$ cat src/rtl/alu_exec_unit.sv
// alu_exec_unit -- single-issue RV32-style integer ALU with valid/ready handshakes.
//
// Purpose:
//   Accepts one operation per handshake, latches the operands, and returns a
//   result through a valid/ready output port. Non-shift operations (and shifts by
//   zero) complete one cycle after acceptance. Shifts by a non-zero amount are
//   performed serially, one bit per cycle, so no barrel shifter is built.
//
// Ports:
//   clk       - sole clock, all state updates on the rising edge
//   rst_n     - synchronous active-low reset
//   in_valid  - request valid
//   in_ready  - unit can accept a request this cycle
//   alu_ctrl  - 4-bit operation code
//   op_a      - operand A (rs1)
//   op_b      - operand B (rs2 or immediate); shift amount is op_b[4:0]
//   out_valid - result valid
//   out_ready - consumer accepts result
//   result    - operation result
//   zero      - high when result == 0
//   illegal   - high with out_valid when alu_ctrl was unsupported
module alu_exec_unit #(
  parameter int XLEN = 32
) (
  input  logic            clk,
  input  logic            rst_n,
  input  logic            in_valid,
  output logic            in_ready,
  input  logic [3:0]      alu_ctrl,
  input  logic [XLEN-1:0] op_a,
  input  logic [XLEN-1:0] op_b,
  output logic            out_valid,
  input  logic            out_ready,
  output logic [XLEN-1:0] result,
  output logic            zero,
  output logic            illegal
);

  localparam logic [3:0] OP_ADD  = 4'd0;
  localparam logic [3:0] OP_SLL  = 4'd1;
  localparam logic [3:0] OP_SLT  = 4'd2;
  localparam logic [3:0] OP_SLTU = 4'd3;
  localparam logic [3:0] OP_XOR  = 4'd4;
  localparam logic [3:0] OP_SRL  = 4'd5;
  localparam logic [3:0] OP_OR   = 4'd6;
  localparam logic [3:0] OP_AND  = 4'd7;
  localparam logic [3:0] OP_SUB  = 4'd8;
  localparam logic [3:0] OP_SRA  = 4'd9;

  typedef enum logic [1:0] {
    IDLE  = 2'd0,
    SHIFT = 2'd1,
    DONE  = 2'd2
  } state_t;

  state_t          state_q, state_d;
  logic [4:0]      cnt_q, cnt_d;
  logic [3:0]      ctrl_q, ctrl_d;
  logic [XLEN-1:0] res_q, res_d;
  logic            illegal_q, illegal_d;
  logic            valid_q, valid_d;

  logic [4:0]      shamt;
  logic            is_shift;
  logic            accept;
  logic [XLEN-1:0] calc_res;
  logic            calc_ill;

  // Single-cycle datapath for the live request. Shift codes only reach this
  // path when shamt == 0, so their result is simply op_a.
  always_comb begin
    shamt    = op_b[4:0];
    is_shift = (alu_ctrl == OP_SLL) || (alu_ctrl == OP_SRL) || (alu_ctrl == OP_SRA);
    calc_res = '0;
    calc_ill = 1'b0;
    case (alu_ctrl)
      OP_ADD:  calc_res = op_a + op_b;
      OP_SUB:  calc_res = op_a - op_b;
      OP_SLT:  calc_res = {{(XLEN-1){1'b0}}, ($signed(op_a) < $signed(op_b))};
      OP_SLTU: calc_res = {{(XLEN-1){1'b0}}, (op_a < op_b)};
      OP_XOR:  calc_res = op_a ^ op_b;
      OP_OR:   calc_res = op_a | op_b;
      OP_AND:  calc_res = op_a & op_b;
      OP_SLL, OP_SRL, OP_SRA: calc_res = op_a;
      default: calc_ill = 1'b1;
    endcase
  end

  // A finished result may be replaced in the same cycle it is consumed,
  // which is what removes the bubble between back-to-back operations.
  always_comb begin
    in_ready  = rst_n && ((state_q == IDLE) || ((state_q == DONE) && out_ready));
    accept    = in_valid && in_ready;
    state_d   = state_q;
    cnt_d     = cnt_q;
    ctrl_d    = ctrl_q;
    res_d     = res_q;
    illegal_d = illegal_q;
    valid_d   = valid_q;
    case (state_q)
      IDLE, DONE: begin
        if ((state_q == DONE) && out_ready) begin
          state_d = IDLE;
          valid_d = 1'b0;
        end
        if (accept) begin
          ctrl_d = alu_ctrl;
          if (is_shift && (shamt != 5'd0)) begin
            state_d   = SHIFT;
            res_d     = op_a;
            cnt_d     = shamt;
            illegal_d = 1'b0;
            valid_d   = 1'b0;
          end else begin
            state_d   = DONE;
            res_d     = calc_res;
            cnt_d     = 5'd0;
            illegal_d = calc_ill;
            valid_d   = 1'b1;
          end
        end
      end
      SHIFT: begin
        case (ctrl_q)
          OP_SLL:  res_d = {res_q[XLEN-2:0], 1'b0};
          OP_SRA:  res_d = {res_q[XLEN-1], res_q[XLEN-1:1]};
          default: res_d = {1'b0, res_q[XLEN-1:1]};
        endcase
        cnt_d = cnt_q - 5'd1;
        // The last single-bit step happens this cycle, so the result is valid next.
        if (cnt_q == 5'd1) begin
          state_d = DONE;
          valid_d = 1'b1;
        end
      end
      default: begin
        state_d = IDLE;
        valid_d = 1'b0;
      end
    endcase
  end

  always_ff @(posedge clk) begin
    if (!rst_n) begin
      state_q   <= IDLE;
      cnt_q     <= 5'd0;
      ctrl_q    <= 4'd0;
      res_q     <= '0;
      illegal_q <= 1'b0;
      valid_q   <= 1'b0;
    end else begin
      state_q   <= state_d;
      cnt_q     <= cnt_d;
      ctrl_q    <= ctrl_d;
      res_q     <= res_d;
      illegal_q <= illegal_d;
      valid_q   <= valid_d;
    end
  end

  assign out_valid = valid_q;
  assign result    = res_q;
  assign illegal   = illegal_q;
  assign zero      = (res_q == '0);

endmodule

$ cat config.mk
export PLATFORM = sky130hd
export DESIGN_NAME = alu_exec_unit
export DESIGN_NICKNAME = d
export VERILOG_FILES = /design/src/rtl/alu_exec_unit.sv
export SDC_FILE = /design/constraint.sdc
export NUM_CORES = 1
export LEC_CHECK = 0
export CORE_ASPECT_RATIO = 1.4
export CORE_MARGIN = 3
export CORE_UTILIZATION = 60
export CTS_CLUSTER_DIAMETER = 150
export DETAILED_ROUTE_END_ITERATION = 7
export HOLD_SLACK_MARGIN = 0.1
export MAX_ROUTING_LAYER = met4
export PLACE_DENSITY = 0.83
export SLEW_MARGIN = 20
export SYNTH_ARGS = -nofsm -noshare
export SYNTH_HDL_FRONTEND = slang
export SYNTH_SLANG_ARGS = --single-unit
$ cat constraint.sdc
create_clock -name clk -period 6.3 [get_ports clk]
set_clock_uncertainty 0.2 [all_clocks]
set_input_delay 0.63 -clock clk [delete_from_list [all_inputs] [get_ports clk]]
set_output_delay 0.63 -clock clk [all_outputs]
set_load 0.1 [all_outputs]
## Yosys cells after proc, flatten, opt, wreduce, memory -nomap -nowiden

Cells that the tools add are included.

- Register bits after elaboration: 45
- Input bits: 72
- Output and inout bits: 36
- Logic and storage cells: 72

- $add $sub $neg: 3
- Magnitude comparators: 2
- Equal/unequal tests: 18
- Mux-type cells: 20
- Bitwise gates (word level): 3
- Reduce and logical (&&, ||, !) cells: 19

Operators by type and width:

| operator | count |
|---|---|
| one-hot mux 32 bit (8 select lines) | 1 |
| one-hot mux 32 bit (2 select lines) | 2 |
| < comparator 32 bit | 2 |
| 2-to-1 mux 32 bit | 2 |
| adder 32 bit | 1 |
| bitwise AND 32 bit | 1 |
| zero test 32 bit | 1 |
| bitwise OR 32 bit | 1 |
| subtractor 32 bit | 1 |
| XOR 32 bit | 1 |
| equality test 4 x 3 -> 1 bit (second input constant) | 4 |
| equality test 4 bit (second input constant) | 3 |
| 2-to-1 mux 5 bit | 2 |
| one-hot mux 5 bit (2 select lines) | 1 |
| OR reduction 10 bit | 1 |
| equality test 4 x 1 -> 1 bit (second input constant) | 2 |
| equality test 4 x 2 -> 1 bit (second input constant) | 2 |
| 2-to-1 mux 2 bit | 4 |
| 2-to-1 mux 1 bit | 6 |
| inequality test 2 bit (second input constant) | 3 |
| AND reduction 2 bit | 3 |
| equality test 5 x 1 -> 1 bit (second input constant) | 1 |
| nonzero test 5 bit | 1 |
| subtractor 5 x 1 -> 5 bit (second input constant) | 1 |
| 13 further kinds | 18 |

## Logic depth before layout (Yosys ltp)

- Depth after elaboration: 7
- Mapped depth: 13
- Depth with buffers taken out: 13

## Worst setup path after synthesis

OpenSTA, ideal clock, no wires.

- Path kind: register to register
- Start point: reg state_q[1]
- End point: reg res_q[29], in the netlist result[29]
- Library setup time: 0.079 ns
- Arrival time: 4.632 ns
- Required time: 6.021 ns
- Path slack: 1.389 ns
- Stages on the path, launching flop included: 9
- Period minus slack after synthesis: 4.911 ns
- Cell sequence: dfxtp_1 > nor2b_1 > nor3b_1 > nand2_1 > nand2_1 > clkbuf_1 > clkbuf_1 > o211ai_1 > nor3_1

- Word-level cells in the longest chain between the ends: 7

Ends and longest elaborated chain:

| what | RTL line | text |
|---|---|---|
| from (decl) | 56 | `state_t state_q, state_d;` |
| from (signal assigned) | 152 | `state_q <= state_d;` |
| equality test 2 bit | 92 | `in_ready = rst_n && ((state_q == IDLE) \|\| ((state_q == DONE) && out_ready));` |
| logical AND 1 bit | 92 |  |
| logical OR 1 bit (*) | 92 |  |
| logical AND 1 bit (*) | 92 |  |
| net in_ready | 28 | `output logic in_ready,` |
| logical AND 1 bit (*) | 93 | `accept = in_valid && in_ready;` |
| inequality test 2 bit (no source line) (*) | - |  |
| AND reduction 2 bit (no source line) (*) | - |  |
| to (signal assigned) | 155 | `res_q <= res_d;` |
| to (decl) | 59 | `logic [XLEN-1:0] res_q, res_d;` |

Mark *: on every way through the listed nets, which the timed path passes. The rest lies on a longest branch.
A chain may end at the register's enable or synchronous reset.

## Worst setup path in the final report

- Start point: in op_a[0]
- End point: reg res_q[30], in the netlist result[30]

- Word-level cells in the longest chain between the ends: 5

Ends and longest elaborated chain:

| what | RTL line | text |
|---|---|---|
| from (decl) | 30 | `input logic [XLEN-1:0] op_a,` |
| subtractor 32 bit or adder 32 bit (tied branches) | 78, 77 |  |
| one-hot mux 32 bit (8 select lines) (*) | 76 | `case (alu_ctrl)` |
| 2-to-1 mux 32 bit (*) | 108 | `if (is_shift && (shamt != 5'd0)) begin` |
| 2-to-1 mux 32 bit (*) | 106 | `if (accept) begin` |
| one-hot mux 32 bit (2 select lines) (*) | 100 | `case (state_q)` |

Every way passes the cells marked *; elsewhere a longest branch is shown, timed or not. The select of a mux whose other input is x is not followed.

==> impl_metrics.ini <==
[run_status]
status = finished clean

[global_routing]
grt_overflow = 0
grt_max_degree = 52
grt_pass1_vias = 9125
antenna_found_initial = 0
grtUsageTotal_pct = 43.3
grt_pass1_wl_um = 47800

[sta]
rsz0062_at_grt = false
relSlewSlack_pct = 28.1
setup-violations-final = 0
post-route-period-util_pct = 65.4
worst_pin_slew_ns = 1.08
setup_tns_ns = 0
max_clock_freq_mhz = 243
drv_slew = 0
hold_viol = 0
fin_crit_ns = 4.12

[power]
power_frac_clock_pct = 22.1
comb_power_share_pct = 55.2
power_density_nw_per_um2 = 166
p_int_uw = 757
seqPwrFrac_pct = 22.7
leakagePower_uw = 0.00368
p_switching_uw = 732
ir_drop_mv = 0.146
switching_share_pct = 49.1

[routing]
wl_per_cell_um = 22.8
totalWireLength_um = 30300
met3_wirelength_um = 2760
ant_nets = 0
vias_per_cell = 7.10
met1_length_um = 10700
drc_errors = 0
dr.pass1.iters = 8
wl_met2_um = 14500
drtIter0Drc = 895
routed-via-count = 9460
top_layer = met4

[floorplan]
dieHeight_um = 140
start_util_pct = 61.8
io_pins = 108
die_width_um = 102
coreArea_sq_um = 12400
row_count = 48
die_area_sq_um = 14200

[critical_path]
cp_max_fo = 3
cp-end-kind = flip-flop
worstPathArrival_ns = 4.15
critPathKind = primary input to flip-flop
cp.required_ns = 6.32
crit_path_start_kind = primary input

[place]
portBuffers = 107
hpwl_um = 22000
finalWeightedCongestion = 1.09

[cts]
cts_tree = yes
clock-root-buffer = clkbuf_16
cts.path.max_buffers = 2
ctsHoldBuffers = 0
cts_sinks = 44
cts_resized = 0
cts_buffers = 5
clkTransAtPathRegs_ns = 0.08
post-cts-setup-buffer-count = 0
htree_levels = 2
clkLatencyLatePin_ns = 0.30

[finish]
fillers = 1088
final_util_pct = 72.2
layout_commonest_cell = nand2_1
layout_common_cells = nand2_1 (135), a21oi_1 (108), clkdlybuf4s50_1 (107)
area_growth_syn_to_layout_pct = 16.8
num_antenna_cells = 0
layout-drive-gt1-share_pct = 4.14
fin_nets = 1361

[logic_synthesis]
syn_inst = 1127
yosys_most_used_dff = dfxtp_1
yosysUniqueCellTypes = 77
postSynth.asyncResetShare_pct = 0
ys.warnings.count = 0
ys_seq_area_share_pct = 11.5
synth_area_sq_um = 7680
synth_edf_count = 0
ys_ff_latch = 44
synth_area_per_cell_sq_um = 6.82
synth_nets = 1306

[job]
maxCapViolations = 0

[hold_path]
hold_class = flip-flop to flip-flop
-- registers in the layout, summed over array words and instances, names as in the netlist --
register and count:
cnt_q 5, ctrl_q 4, illegal 1, result 32
state_q 2
-- worst max-delay path, stage by stage --
cell	delay [ns]
clkdlybuf4s50_1	0.44
inv_1	0.11
ha_1	0.22
inv_1	0.09
fa_1	0.43
nor2b_1	0.18
o311ai_1	0.50
a2111oi_4	0.17
nor3_2	0.25
a31oi_4	0.14
a221oi_2	0.48
mux2i_1	0.24
nand2_1	0.07
a211oi_1	0.19
-- cells in the mapped netlist (10+ instances only) --
cell	number	area, sq um
a211oi_1	19	143
a21boi_0	10	75.1
a21o_1	13	97.6
a21oi_1	108	541
a221oi_1	19	166
a22oi_1	15	113
a31oi_1	22	138
clkbuf_1	59	221
dfxtp_1	44	881
ha_1	105	1310
inv_1	96	360
nand2_1	135	507
nand2b_1	11	68.8
nand3_1	36	180
nand4_1	12	75.1
nor2_1	68	255
nor2b_1	14	87.6
nor3_1	13	65.1
nor4_1	15	93.8
o211ai_1	26	195
o21ai_0	84	420
o21bai_1	12	90.1
o311ai_0	11	96.3
-- worst paths after layout --
check                               start    endpoint  slack, ns  depth (start not counted)
worst max-delay path              op_a[0]  result[30]       2.18                         14
worst max register to register  ctrl_q[0]  result[26]       3.40                          9
worst min-delay path            ctrl_q[2]   ctrl_q[2]       0.28                          2
worst min register to register  ctrl_q[2]   ctrl_q[2]       0.28                          2
-- stage by stage --
| step | total power [uW] | area (sq um) | cells | hold slack [ns] | setup WS [ns] |
|---|---|---|---|---|---|
| 2_1_floorplan | 886 | 7680 | 1127 | 0.239 | 1.39 |
| 3_3_place_gp | 1130 | 8800 | 1325 | 0.250 | 2.01 |
| 3_5_place_dp | 1140 | 8800 | 1325 | 0.267 | 1.95 |
| 4_1_cts | 1470 | 8970 | 1333 | 0.277 | 2.21 |
| 5_1_grt | 1550 | 8970 | 1333 | 0.298 | 1.80 |
| 6_report | 1490 | 8970 | 1333 | 0.275 | 2.18 |
-- routing by layer --
| layer | track usage, % | vias up |
|---|---|---|
| met5 | - | - |
| met4 | 26.9 | 0 |
| met3 | 6.52 | 214 |
| met2 | 70.0 | 638 |
| met1 | 49.1 | 4340 |
| li1 | - | 4268 |
-- power by group through the flow --
stage               Sequential [uW]  Combinational, uW  Clock [uW]
floorplan                       470                416           0
global placement                341                790           0
detailed placement              342                795           0
CTS                             335                803         328
global route                    339                878         335
finish                          338                822         329
-- cells by family after synthesis --
logic type	synth area share [%]
AND/OR/NAND/NOR	21.3
buffers and inverters	8.75
AO/OA/AOI/OAI	38.7
XOR/XNOR	1.37
adder cells (fa/ha/maj)	17.6
flip-flops	11.5
multiplexers	0.798
-- final cells by class --
cell class | instances | area (sq um) | share of cell area (%)
Multi-Input combinational cell | 909 | 6170 | 68.7
Clock buffer | 5 | 125 | 1.39
Tap cell | 150 | 188 | 2.09
Inverter | 98 | 368 | 4.10
Clock inverter | 3 | 47.5 | 0.530
Timing Repair Buffer | 124 | 1200 | 13.4
Sequential cell | 44 | 881 | 9.82
Power figures use the tool's default switching activity.
